**src/rtl/prl_tx_req_queue.sv**
```systemverilog
// PE-to-PL transmit request queue: buffers up to DEPTH requests from the policy engine and
// issues them one at a time to the PRL TX state machine, returning one ack/result per request.
// Includes an ack watchdog, a flush (abort) path, overflow reporting and a queue-level output.
module prl_tx_req_queue #(
  parameter int unsigned DEPTH       = 4,
  parameter int unsigned INFO_W      = 5,
  parameter int unsigned EX_INFO_W   = 36,
  parameter int unsigned TIMEOUT_CYC = 1024,
  parameter int unsigned LVL_W       = $clog2(DEPTH + 1)
) (
  input  logic                 clk,
  input  logic                 rst_n,
  input  logic                 pe2pl_tx_en,
  input  logic [6:0]           pe2pl_tx_type,
  input  logic [2:0]           pe2pl_tx_sop_type,
  input  logic [INFO_W-1:0]    pe2pl_tx_info,
  input  logic [EX_INFO_W-1:0] pe2pl_tx_ex_info,
  input  logic                 pe2pl_tx_flush,
  output logic                 pe2pl_tx_ready,
  output logic                 pl2pe_tx_ack,
  output logic [1:0]           pl2pe_tx_result,
  output logic                 pl2pe_tx_overflow,
  input  logic                 prl_tx_st_message_if_ack,
  input  logic [1:0]           prl_tx_st_message_if_ack_result,
  output logic                 prl_tx_if_en,
  output logic [2:0]           prl_tx_if_sop_type,
  output logic [1:0]           prl_tx_if_message_type,
  output logic [4:0]           prl_tx_if_header_type,
  output logic [INFO_W-1:0]    prl_tx_if_info,
  output logic [EX_INFO_W-1:0] prl_tx_if_ex_info,
  output logic [LVL_W-1:0]     prl_tx_q_level
);

  localparam int unsigned PtrW = (DEPTH > 1) ? $clog2(DEPTH) : 1;
  // Entry layout, MSB first: type[6:0], sop[2:0], info, ex_info
  localparam int unsigned EntW = 7 + 3 + INFO_W + EX_INFO_W;
  localparam logic [LVL_W-1:0] FullLvl = LVL_W'(DEPTH);
  // Last watchdog count before self-abort; unused when the watchdog is disabled
  localparam logic [31:0] WdLast = (TIMEOUT_CYC == 0) ? 32'd0 : 32'(TIMEOUT_CYC - 1);

  typedef enum logic [1:0] {StIdle, StIssue, StGap} state_e;

  state_e              state_q, state_d;
  logic [PtrW-1:0]     wr_ptr_q, wr_ptr_d;
  logic [PtrW-1:0]     rd_ptr_q, rd_ptr_d;
  logic [LVL_W-1:0]    level_q, level_d;
  logic [31:0]         wdog_q, wdog_d;
  logic                ack_q, ack_d;
  logic [1:0]          result_q, result_d;
  logic                ovf_q, ovf_d;
  logic [EntW-1:0]     mem_q [DEPTH];

  logic                full;
  logic                in_issue;
  logic                push;
  logic                pop;
  logic                timeout;
  logic [EntW-1:0]     wr_ent;
  logic [EntW-1:0]     head_ent;

  assign full     = (level_q == FullLvl);
  assign in_issue = (state_q == StIssue);
  // Flush discards a same-cycle push without flagging overflow
  assign push     = pe2pl_tx_en && !full && !pe2pl_tx_flush;
  assign timeout  = (TIMEOUT_CYC != 0) && in_issue && (wdog_q == WdLast);
  assign pop      = in_issue && (prl_tx_st_message_if_ack || timeout) && !pe2pl_tx_flush;
  assign wr_ent   = {pe2pl_tx_type, pe2pl_tx_sop_type, pe2pl_tx_info, pe2pl_tx_ex_info};
  assign head_ent = mem_q[rd_ptr_q];

  // Storage array write; contents need no reset since level gates every read
  always_ff @(posedge clk) begin
    if (push) begin
      mem_q[wr_ptr_q] <= wr_ent;
    end
  end

  // Next-state for pointers, level, watchdog and PE-side completion outputs
  always_comb begin
    wr_ptr_d = wr_ptr_q;
    rd_ptr_d = rd_ptr_q;
    level_d  = level_q;
    wdog_d   = wdog_q;
    ack_d    = 1'b0;
    result_d = result_q;
    ovf_d    = 1'b0;
    if (pe2pl_tx_flush) begin
      wr_ptr_d = '0;
      rd_ptr_d = '0;
      level_d  = '0;
      wdog_d   = '0;
      // Aborting an in-flight request still owes the PE a completion
      if (in_issue) begin
        ack_d    = 1'b1;
        result_d = 2'b11;
      end
    end else begin
      ovf_d = pe2pl_tx_en && full;
      if (push) begin
        wr_ptr_d = wr_ptr_q + PtrW'(1);
      end
      if (pop) begin
        rd_ptr_d = rd_ptr_q + PtrW'(1);
        ack_d    = 1'b1;
        // A real ack wins over a same-cycle watchdog expiry
        result_d = prl_tx_st_message_if_ack ? prl_tx_st_message_if_ack_result : 2'b11;
      end
      case ({push, pop})
        2'b10:   level_d = level_q + LVL_W'(1);
        2'b01:   level_d = level_q - LVL_W'(1);
        default: level_d = level_q;
      endcase
      if (in_issue && !pop) begin
        wdog_d = wdog_q + 32'd1;
      end else begin
        wdog_d = '0;
      end
    end
  end

  // Datapath registers
  always_ff @(posedge clk or negedge rst_n) begin
    if (!rst_n) begin
      wr_ptr_q <= '0;
      rd_ptr_q <= '0;
      level_q  <= '0;
      wdog_q   <= '0;
      ack_q    <= 1'b0;
      result_q <= 2'b00;
      ovf_q    <= 1'b0;
    end else begin
      wr_ptr_q <= wr_ptr_d;
      rd_ptr_q <= rd_ptr_d;
      level_q  <= level_d;
      wdog_q   <= wdog_d;
      ack_q    <= ack_d;
      result_q <= result_d;
      ovf_q    <= ovf_d;
    end
  end

  // Issue FSM state register
  always_ff @(posedge clk or negedge rst_n) begin
    if (!rst_n) begin
      state_q <= StIdle;
    end else begin
      state_q <= state_d;
    end
  end

  // Issue FSM next state; GAP guarantees one en-low cycle between requests
  always_comb begin
    state_d = state_q;
    if (pe2pl_tx_flush) begin
      state_d = StIdle;
    end else begin
      case (state_q)
        StIdle:  if (level_q != '0) state_d = StIssue;
        StIssue: if (pop) state_d = StGap;
        StGap:   state_d = (level_q != '0) ? StIssue : StIdle;
        default: state_d = StIdle;
      endcase
    end
  end

  // Issue FSM outputs: head entry is only exposed while a request is in flight
  always_comb begin
    prl_tx_if_en           = 1'b0;
    prl_tx_if_message_type = '0;
    prl_tx_if_header_type  = '0;
    prl_tx_if_sop_type     = '0;
    prl_tx_if_info         = '0;
    prl_tx_if_ex_info      = '0;
    if (in_issue) begin
      prl_tx_if_en           = 1'b1;
      prl_tx_if_message_type = head_ent[EntW-1 -: 2];
      prl_tx_if_header_type  = head_ent[EntW-3 -: 5];
      prl_tx_if_sop_type     = head_ent[EntW-8 -: 3];
      prl_tx_if_info         = head_ent[EX_INFO_W +: INFO_W];
      prl_tx_if_ex_info      = head_ent[EX_INFO_W-1:0];
    end
  end

  assign pe2pl_tx_ready    = !full;
  assign pl2pe_tx_ack      = ack_q;
  assign pl2pe_tx_result   = result_q;
  assign pl2pe_tx_overflow = ovf_q;
  assign prl_tx_q_level    = level_q;

endmodule

```
**config.mk**
```make
export PLATFORM = sky130hd
export DESIGN_NAME = prl_tx_req_queue
export DESIGN_NICKNAME = d
export VERILOG_FILES = /design/src/rtl/prl_tx_req_queue.sv
export SDC_FILE = /design/constraint.sdc
export NUM_CORES = 1
export LEC_CHECK = 0
export ABC_AREA = 1
export CAP_MARGIN = 0
export CORE_ASPECT_RATIO = 2
export CORE_UTILIZATION = 56
export DETAILED_ROUTE_END_ITERATION = 7
export PLACE_DENSITY = 0.88
export SLEW_MARGIN = 20
export SYNTH_ARGS = -nofsm -noshare
export SYNTH_HDL_FRONTEND = slang
export SYNTH_SLANG_ARGS = --single-unit
```
**constraint.sdc**
```tcl
create_clock -name clk -period 3.9 [get_ports clk]
set_input_delay 0.78 -clock clk [delete_from_list [all_inputs] [get_ports clk]]
set_output_delay 0.78 -clock clk [all_outputs]
set_load 0.02 [all_outputs]
```
==> flow_metrics.tcl <==
set metrics [dict create \
    syn_nets 1014 \
    final-max-slew-violation-count 0 \
    synth_seq_area_share 0.692 \
    clkSlewWorstSetupHoldPaths_ns 0.07 \
    pre_cts_slack_ns 0.749 \
    routedWlPerCell_um 18.3 \
    path_cells "buf_4, nor2_1, nor2_1, o21ai_0, a21oi_1, clkdlybuf4s50_1" \
    clock-sinks 249 \
    numCtsBuffers 23 \
    async_reset_ff_frac 0.181 \
    grt_overflow_total 0 \
    hold_viol_final 0 \
    r2r_slack_ns 1.47 \
    vias_per_cell 5.75 \
    ys_top_cells_by_area "edfxtp_1 58%, dfrtp_1 11%, nor2_1 9.7%, o21ai_0 5.2%, a21oi_1 3.1%" \
    fin_nets 1124 \
    synthDistinctLibCells 34 \
    grt_max_degree 75 \
    status "completed" \
    place_inst 1251 \
    relSlewSlack 0.305 \
    hpwl_mm 14.4 \
    cts_max_level 1 \
    num_rows 70 \
    drive_above_1_share 0.0819 \
    track_usage 0.249 \
    synth_edf_count 204 \
    skew_ns 0.0156 \
    fin_tns_setup_ns 0 \
    power_density_mw_per_mm2 532 \
    ant_nets 0 \
    routed_wl_mm 23.7 \
    p_leak_nw 4.49 \
    dpl_cell_area_mm2 0.0119 \
    clockBufferDepth 3 \
    path_buf_inv 2 \
    max_freq_mhz 270 \
    cp_max_fo 38 \
    syn_to_final_growth_pct 20.5 \
    finalNonFillerCells 1291 \
    cts_setup_buffers 0 \
    drc 0 \
    initial_core_util 0.572 \
    synth_area_leader_cell "edfxtp_1" \
    routabilityCongestion 0.943 \
    antenna_found_initial 0 \
    hold_buffers 0 \
    cts-root-buf "clkbuf_16" \
    synth_top_area_share 0.585 \
    rsz0062_at_grt "no" \
    die_y_um 195 \
    core_area_mm2 0.0183 \
    ys_ff_latch 249 \
    cts_tree "built" \
    setup_viol 0 \
    ir_drop_mv 0.535 \
    hp-class "in -> async" \
    worstMarginPinSlew_ns 1.04 \
    fill_cells 1211 \
    finalWorstSetupSlack_ns 0.199 \
    firstDrtPassIters 5 \
    dieArea_mm2 0.0193 \
    fin_area_mm2 0.0126 \
    numPortBuffers 117 \
    cap_viol_max_count 0 \
    vias 7423 \
    synth_ff_type "edfxtp_1" \
    dr.first_iter.drc_count 410 \
    worstSetupPathType "reg -> out" \
    cp-end-kind "primary output" \
    slowest_delay_ns 0.67 \
    crit_path_frequent_cell "nor2_1" \
    post-route-util 0.689 \
    crit_arrival_ns 2.92 \
    cp.required_ns 3.12 \
    period_minus_slack_ns 3.70 \
    finalCritPeriodShare 0.949 \
    cts.repair.resized 0 \
    postSynthAreaPerCell_um2 11.0 \
    syn_inst 950 \
    grt_pass1_wl_mm 37.3 \
    io_pins 118 \
    clk_latency_ns 0.51 \
    grt_pass1_vias 7896 \
    syn_area_mm2 0.0105 \
    antenna_cells 0 \
    yosys_warnings 0 \
    fp.dieW_um 98.7 \
    critPathLaunchType "register" \
    slowest_stage "dfrtp_4" \
    path_delay_family "buffers and inverters" \
]
-- layout make-up --
cell class	count	area [um2]	share of cell area
inverters	57	214	0.0170
clock buffers	28	594	0.0471
clock inverters	12	105	0.00833
multi-input cells	601	2850	0.226
flip-flops and latches	249	7260	0.575
well taps	216	270	0.0214
repair buffers	128	1330	0.105
-- layer usage --
layer,up-vias,GRT usage,wire length (um)
met2,359,0.466,12900
met5,-,0,0
li1,3474,-,-
met1,3512,0.251,8150
met4,0,0.158,1110
met3,78,0.0426,1530
-- cells in the mapped netlist (2+ instances only) --
cell type / number
a21oi_1: 65
a31oi_1: 2
buf_2: 10
buf_4: 2
clkbuf_1: 30
dfrtp_1: 45
edfxtp_1: 204
ha_1: 5
inv_1: 48
inv_2: 8
nand2_1: 62
nand2_2: 7
nand2_4: 3
nand3_1: 17
nand3_2: 3
nand4_1: 8
nor2_1: 270
nor2_2: 6
nor2_4: 2
nor3_1: 16
nor3_2: 3
o21ai_0: 108
o21ai_2: 5
xor2_1: 11
-- sequential cells by signal (all words and copies together) (netlist names) --
name / count
pl2pe_tx_ack: 1
pl2pe_tx_overflow: 1
state_q: 2
pl2pe_tx_result: 2
prl_tx_q_level: 3
rd_ptr_q: 2
wdog_q: 32
wr_ptr_q: 2
mem_q: 204
-- path summary, 6_finish.rpt --
kind | start | to | cells after the start
min in group clk | wdog_q[0] | wdog_q[0] | 1
hold / removal | rst_n | wdog_q[21] | 1
setup / recovery | rd_ptr_q[0] | prl_tx_if_ex_info[31] | 6
hold reg to reg | wdog_q[0] | wdog_q[0] | 1
max in group asynchronous | rst_n | rd_ptr_q[0] | 1
setup reg to reg | state_q[0] | wdog_q[2] | 9
-- where the power goes --
| group | internal, mW | switching [mW] |
|---|---|---|
| combinational | 0.566 | 0.935 |
| sequential | 3.03 | 0.0775 |
| clock | 1.16 | 0.938 |
| total | 4.76 | 1.95 |
-- per-stage QoR --
stage               power [mW]  hold WS, ns
floorplan                 3.97        0.431
global placement          4.61        0.452
detailed placement        4.65        0.459
CTS                       6.73        0.461
global route              6.95        0.307
finish                    6.71        0.265
-- kinds of logic after synthesis --
kind of cell	Yosys count	synth area share
and+or+nand+nor	400	0.161
AOI/OAI and AO/OA	183	0.0900
xor gates and xnor gates	12	0.0100
adders and majority gates	6	0.00789
DFF	249	0.692
buffers and inverters	100	0.0385
-- placed cells by master (no fill, tap or decap), types with 2 or more instances in the layout --
cell type        instances
a21oi_1                 65
a31oi_1                  2
buf_12                   6
buf_4                    6
clkbuf_1                 5
clkbuf_16               23
clkdlybuf4s50_1        116
clkinv_1                 4
clkinv_2                 2
clkinv_4                 2
dfrtp_1                 43
edfxtp_1               204
ha_1                     5
inv_1                   48
inv_2                    9
nand2_1                 62
nand2_2                  7
nand2_4                  3
nand3_1                 17
nand3_2                  3
nand4_1                  8
nor2_1                 266
nor2_2                   6
nor2_4                   6
nor3_1                  16
nor3_2                   3
o21ai_0                108
o21ai_2                  5
xor2_1                  11
(Power assumes the default switching activity.)
